$ cat config.mk
export PLATFORM = sky130hd
export DESIGN_NAME = key_matrix_scan
export DESIGN_NICKNAME = d
export VERILOG_FILES = /design/src/rtl/key_matrix_scan.sv
export SDC_FILE = /design/constraint.sdc
export NUM_CORES = 1
export LEC_CHECK = 0
export ABC_AREA = 1
export CORE_MARGIN = 2
export CORE_UTILIZATION = 35
export CTS_BUF_LIST = sky130_fd_sc_hd__clkbuf_16
export CTS_CLUSTER_DIAMETER = 120
export DETAILED_ROUTE_END_ITERATION = 6
export SLEW_MARGIN = 20
export SYNTH_ARGS = -nofsm -noshare
export SYNTH_HDL_FRONTEND = slang
export SYNTH_SLANG_ARGS = --single-unit
$ cat constraint.sdc
create_clock -name clk -period 12.5 [get_ports clk]
set_input_delay 1.25 -clock clk [delete_from_list [all_inputs] [get_ports clk]]
set_output_delay 1.25 -clock clk [all_outputs]
set_load 0.1 [all_outputs]
$ cat src/rtl/key_matrix_scan.sv
// Row/column keypad scanner with frame debounce, ghost rejection,
// auto-repeat and a show-ahead key-code FIFO.
module key_matrix_scan #(
  parameter int ROWS            = 4,
  parameter int COLS            = 4,
  parameter int SCAN_DIV        = 2,
  parameter int DEBOUNCE_FRAMES = 3,
  parameter int FIFO_DEPTH      = 4,
  parameter int REPEAT_DLY      = 8,
  parameter int REPEAT_RATE     = 4,
  localparam int CODE_W =
    (ROWS * COLS > 1) ? $clog2(ROWS * COLS) : 1
) (
  input  logic              clk,
  input  logic              rst_n,
  input  logic [ROWS-1:0]   row,
  output logic [COLS-1:0]   col,
  input  logic              repeat_en,
  input  logic              key_ready,
  input  logic              ovf_clr,
  output logic              key_valid,
  output logic [CODE_W-1:0] key_code,
  output logic              fifo_full,
  output logic              overflow,
  output logic              multi_key
);

  localparam int NKEY  = ROWS * COLS;
  localparam int DIV_W =
    (SCAN_DIV > 1) ? $clog2(SCAN_DIV) : 1;
  localparam int COL_W = $clog2(COLS);
  localparam int CNT_W = $clog2(DEBOUNCE_FRAMES + 1);
  localparam int REP_W =
    $clog2(REPEAT_DLY + REPEAT_RATE + 1);
  localparam int PTR_W = $clog2(FIFO_DEPTH);

  typedef enum logic [1:0] {
    S_IDLE,
    S_DEB,
    S_HELD,
    S_REL
  } state_t;

  logic [DIV_W-1:0]  div_q;
  logic [COL_W-1:0]  col_idx;
  logic [NKEY-1:0]   map_q;
  logic [NKEY-1:0]   map_now;
  logic              sample;
  logic              frame_end;
  logic [1:0]        hits;
  logic [CODE_W-1:0] one_code;
  logic              single;
  logic              match;

  state_t            state_q, state_n;
  logic [CODE_W-1:0] key_q, key_n;
  logic [CNT_W-1:0]  cnt_q, cnt_n;
  logic [REP_W-1:0]  rep_q, rep_n;
  logic              push;

  logic [CODE_W-1:0] mem [FIFO_DEPTH];
  logic [PTR_W:0]    wr_ptr, rd_ptr;
  logic              empty, full, pop;
  logic              do_push, drop;

  assign sample    = div_q == DIV_W'(SCAN_DIV - 1);
  assign frame_end = sample &&
                     col_idx == COL_W'(COLS - 1);

  always_comb begin
    col = '1;
    for (int c = 0; c < COLS; c++)
      if (col_idx == COL_W'(c)) col[c] = 1'b0;
  end

  // Merge the current column's rows into the frame bitmap.
  always_comb begin
    map_now = map_q;
    for (int r = 0; r < ROWS; r++)
      for (int c = 0; c < COLS; c++)
        if (sample && col_idx == COL_W'(c))
          map_now[r*COLS + c] = ~row[r];
  end

  always_comb begin
    hits     = 2'd0;
    one_code = '0;
    for (int i = 0; i < NKEY; i++) begin
      if (map_now[i]) begin
        if (hits == 2'd0) one_code = CODE_W'(i);
        if (hits != 2'd2) hits = hits + 2'd1;
      end
    end
  end

  assign single = hits == 2'd1;
  assign match  = single && one_code == key_q;

  always_ff @(posedge clk or negedge rst_n) begin
    if (!rst_n) begin
      div_q     <= '0;
      col_idx   <= '0;
      map_q     <= '0;
      multi_key <= 1'b0;
    end else begin
      if (sample) begin
        div_q   <= '0;
        col_idx <= (col_idx == COL_W'(COLS - 1)) ?
                   '0 : col_idx + 1'b1;
        map_q   <= frame_end ? '0 : map_now;
      end else begin
        div_q <= div_q + 1'b1;
      end
      if (frame_end) multi_key <= hits == 2'd2;
    end
  end

  always_ff @(posedge clk or negedge rst_n) begin
    if (!rst_n) begin
      state_q <= S_IDLE;
      key_q   <= '0;
      cnt_q   <= '0;
      rep_q   <= '0;
    end else begin
      state_q <= state_n;
      key_q   <= key_n;
      cnt_q   <= cnt_n;
      rep_q   <= rep_n;
    end
  end

  always_comb begin
    state_n = state_q;
    key_n   = key_q;
    cnt_n   = cnt_q;
    rep_n   = rep_q;
    push    = 1'b0;
    if (frame_end) begin
      case (state_q)
        S_IDLE: begin
          if (single) begin
            key_n = one_code;
            cnt_n = CNT_W'(1);
            if (DEBOUNCE_FRAMES == 1) begin
              push    = 1'b1;
              rep_n   = '0;
              state_n = S_HELD;
            end else begin
              state_n = S_DEB;
            end
          end
        end
        S_DEB: begin
          if (match) begin
            cnt_n = cnt_q + 1'b1;
            if (cnt_q + 1'b1 ==
                CNT_W'(DEBOUNCE_FRAMES)) begin
              push    = 1'b1;
              rep_n   = '0;
              state_n = S_HELD;
            end
          end else begin
            state_n = S_IDLE;
          end
        end
        S_HELD: begin
          if (match) begin
            if (!repeat_en) begin
              rep_n = '0;
            end else begin
              rep_n = rep_q + 1'b1;
              if (rep_q + 1'b1 == REP_W'(REPEAT_DLY))
                push = 1'b1;
              // Fold back so the repeat period needs no divider.
              if (rep_q + 1'b1 ==
                  REP_W'(REPEAT_DLY + REPEAT_RATE)) begin
                push  = 1'b1;
                rep_n = REP_W'(REPEAT_DLY);
              end
            end
          end else if (DEBOUNCE_FRAMES == 1) begin
            state_n = S_IDLE;
          end else begin
            cnt_n   = CNT_W'(1);
            state_n = S_REL;
          end
        end
        S_REL: begin
          if (match) begin
            state_n = S_HELD;
          end else begin
            cnt_n = cnt_q + 1'b1;
            if (cnt_q + 1'b1 ==
                CNT_W'(DEBOUNCE_FRAMES))
              state_n = S_IDLE;
          end
        end
        default: state_n = S_IDLE;
      endcase
    end
  end

  assign empty = wr_ptr == rd_ptr;
  assign full  = (wr_ptr[PTR_W] != rd_ptr[PTR_W]) &&
                 (wr_ptr[PTR_W-1:0] == rd_ptr[PTR_W-1:0]);
  assign pop     = !empty && key_ready;
  assign do_push = push && (!full || pop);
  assign drop    = push && full && !pop;

  assign key_valid = !empty;
  assign fifo_full = full;
  assign key_code  = mem[rd_ptr[PTR_W-1:0]];

  always_ff @(posedge clk or negedge rst_n) begin
    if (!rst_n) begin
      wr_ptr   <= '0;
      rd_ptr   <= '0;
      overflow <= 1'b0;
      for (int i = 0; i < FIFO_DEPTH; i++)
        mem[i] <= '0;
    end else begin
      if (do_push) begin
        mem[wr_ptr[PTR_W-1:0]] <= one_code;
        wr_ptr <= wr_ptr + 1'b1;
      end
      if (pop) rd_ptr <= rd_ptr + 1'b1;
      if (drop) overflow <= 1'b1;
      else if (ovf_clr) overflow <= 1'b0;
    end
  end

endmodule

==> qor.csv <==
stage,metric,value,unit
place,port buffer count,20,
global_route,largest net degree at the start of global routing,53,
sta,Final period util,61.6,%
global_route,antenna violations before repair,0,
critical_path,flop2flop setup slack,5.56,ns
place,gp weighted congestion,0.862,
global_route,global-route wire length before repair,16900,um
detailed_routing,Routed WL,9580,um
synth,Post-Synthesis Cells,636,
cells_and_area,share of post-route cells with drive strength above 1,14.9,%
power_and_ir_drop,Pwr per Cell Area,123,nW/um^2
clocking,htree depth,2,
place,pre-CTS setup slack,4.53,ns
power_and_ir_drop,VDD IR max,61.4,uV
clocking,number of setup buffers added after CTS,0,
hold_path,WHS Endpoint,cnt_q[0],
critical_path,Reg2Reg Depth,55,
hold_path,HP Start,cnt_q[0],
sta,final worst setup slack,4.80,ns
synth,share of the synthesized area in the top cell type,31.0,%
synth,"Async S/R FF share, synth",100,%
floorplan,chip width,117,um
clocking,clock sinks,55,
synth,largest cells by area after synthesis,"dfrtp_1 (31%), nand2_1 (16%), nand3_1 (7.4%), ha_1 (6.5%), inv_1 (6.1%)",
sta,Worst Hold Margin,0.484,ns
power_and_ir_drop,Lkg Pwr,2.51,nW
synth,Synth warnings,0,
synth,synthesized area per cell,6.99,sq um
clocking,Clock Tree Buf Depth,2,
floorplan,Die Area,13600,sq um
detailed_routing,DRC,0,
cells_and_area,Layout Nets,691,
critical_path,Setup Crit Path Kind,in -> reg,
detailed_routing,WL per Instance,11.5,um
floorplan,Placeable Area,12500,sq um
floorplan,num rows,41,
cells_and_area,Layout fillers,1323,
global_route,GRT Overall Usage,15.1,%
global_route,GRT overflow,0,
sta,Slew Limit Fails,0,
detailed_routing,First-pass DRT Iterations,5,
sta,slew margin rel.,34.0,%
critical_path,"slowest stage delay, CP",0.58,ns
synth,number of synthesized flops with an enable pin,0,
cells_and_area,n_diodes,0,
flow_run,Max Cap Viol,0,
critical_path,Critical Path RT,12.68,ns
synth,"Seq/Total Area, Yosys",31.0,%
synth,synth unique cells,35,
detailed_routing,ANT nets after route,0,
clocking,"CTS clk-pin slew, worst paths",0.07,ns
sta,RSZ-0062 raised after global routing,false,
detailed_routing,initial DRC count,223,
clocking,CTS Root Buffer Type,clkbuf_16,
clocking,CTS tree,built,
hold_path,min-delay worst type,reg -> reg,
detailed_routing,Via density,4.82,
synth,post-synthesis cell area,4450,sq um
sta,setup TNS,0,ns
sta,Worst Max-Slew Pin Slew,0.986,ns
clocking,quantity of hold-fixing buffers added after cts,0,
critical_path,CP startpoint kind,input pin,
sta,Worst Clk Skew,0.00573,ns
floorplan,initial cell density of the core,35.5,%
floorplan,die extent in y,117,um
synth,Seq cells post-synth,55,
floorplan,Ports,21,
critical_path,CP Max Fanout,8,
outcome,status,"complete, no violations",
synth,"Top FF cell, synth",dfrtp_1,
cells_and_area,sequential cell area,1380,sq um
critical_path,"Slowest-stage cell, CP",clkdlybuf4s50_1,
detailed_routing,DR vias,4005,
cells_and_area,post-layout util,39.6,%
synth,syn_nets,668,
sta,final hold viol count,0,
synth,Yosys top cell by area,dfrtp_1,
sta,Final min period,7.70,ns
global_route,number of global-route vias before repair,3807,
sta,Setup Viol. Count Final,0,
sta,FMAX,130,MHz
cells_and_area,area grow syn2layout,11.5,%
critical_path,critical path data arrival time,7.88,ns
critical_path,reg-to-reg startpoint,col_idx[0],
cells_and_area,area occupied by multi-input gates,2710,sq um
clocking,Num CTS Buffers,5,
clocking,Post-CTS Resized,0,
place,Post-DP HPWL,7500,um
hold_path,Worst Hold Depth,2,
critical_path,CP endpoint kind,flop,
critical_path,Critical R2R Capture,mem[14],
clocking,worst-skew pair later-pin latency,0.29,ns
critical_path,Critical Path Most Common Cell,nand2_1,
power_and_ir_drop,Pwr Total,0.609,mW
==> final cells by class <==
class	instances	share of cell area, %
repair buffers	21	4.09
clock inverters	2	0.177
clock buffers	5	2.53
flip-flops and latches	55	27.8
well taps	172	4.34
multi-input cells	492	54.7
inverters	84	6.36
==> cell usage in the layout (no fill, tap or decap), drive strengths merged <==
cell           instances
o31ai                  1
nand2                229
clkbuf                 5
clkinv                 7
nand2b                 1
and2                   1
nor3                   1
inv                   79
nand3                 87
a31oi                  3
xor2                   4
dfrtp                 55
xnor2                  3
a21oi                 15
o22ai                  4
ha                    23
buf                    2
o21ai                 61
clkdlybuf4s50         19
nand4                 13
or2                    2
nor2                  42
a211oi                 1
nand3b                 1
==> kinds of logic after synthesis <==
family	Yosys count	share of synthesized area (%)
AOI/OAI and AO/OA	85	10.8
and+or+nand+nor	377	42.3
DFF	55	31.0
buffers and inverters	89	8.05
xor gates and xnor gates	7	1.38
adders and majority gates	23	6.47
==> worst max-delay path by stage <==
stage,end,slack (ns),start,cells after the start
after CTS,mem[13],4.84,row[0],54
after global placement,mem[11],4.80,row[0],54
after detailed placement,mem[13],4.53,row[0],54
final,mem[14],4.80,row[0],54
after floorplan,mem[13],6.05,row[0],55
after global routing,mem[13],3.97,row[0],54
==> where the power goes <==
part           internal (mW)  leakage [nW]  switching, mW
combinational         0.0726          1.70          0.189
sequential             0.194         0.747         0.0203
clock                 0.0722        0.0671         0.0608
==> sequential cells by signal, indices dropped and copies added, names as in the netlist, 2 cells and up, named ones only <==
register	count
cnt_q	2
map_q	16
mem	16
col_idx	2
rep_q	4
key_q	4
rd_ptr	3
wr_ptr	3
==> routing by layer <==
| layer | up-vias | routed length, um | GRT usage [%] |
|---|---|---|---|
| met4 | 0 | 75 | 3.14 |
| li1 | 2099 | - | - |
| met5 | - | 0 | 0 |
| met2 | 63 | 4510 | 26.5 |
| met3 | 6 | 307 | 1.92 |
| met1 | 1837 | 4680 | 19.8 |
==> metrics by stage <==
| stage | std cells | area, sq um |
|---|---|---|
| CTS | 831 | 4950 |
| global route | 831 | 4950 |
| detailed placement | 824 | 4820 |
| finish | 831 | 4950 |
| global placement | 824 | 4820 |
| floorplan | 636 | 4450 |
==> cell usage after synthesis (all sizes together), types with 2 or more instances <==
library cell  count
nand2           229
nand3            87
inv              79
o21ai            61
dfrtp            55
nor2             42
ha               23
a21oi            15
nand4            13
clkinv            5
o22ai             4
xor2              4
a31oi             3
clkbuf            3
xnor2             3
buf               2
or2               2
==> worst max-delay path: cells and delay by family <==
kind	cells	cell delay (ns)
fa+ha+maj	2	0.51
compound gates	3	0.76
simple gates	40	4.15
buf+inv	9	1.19
No activity file was read; power rests on OpenSTA's default activity.
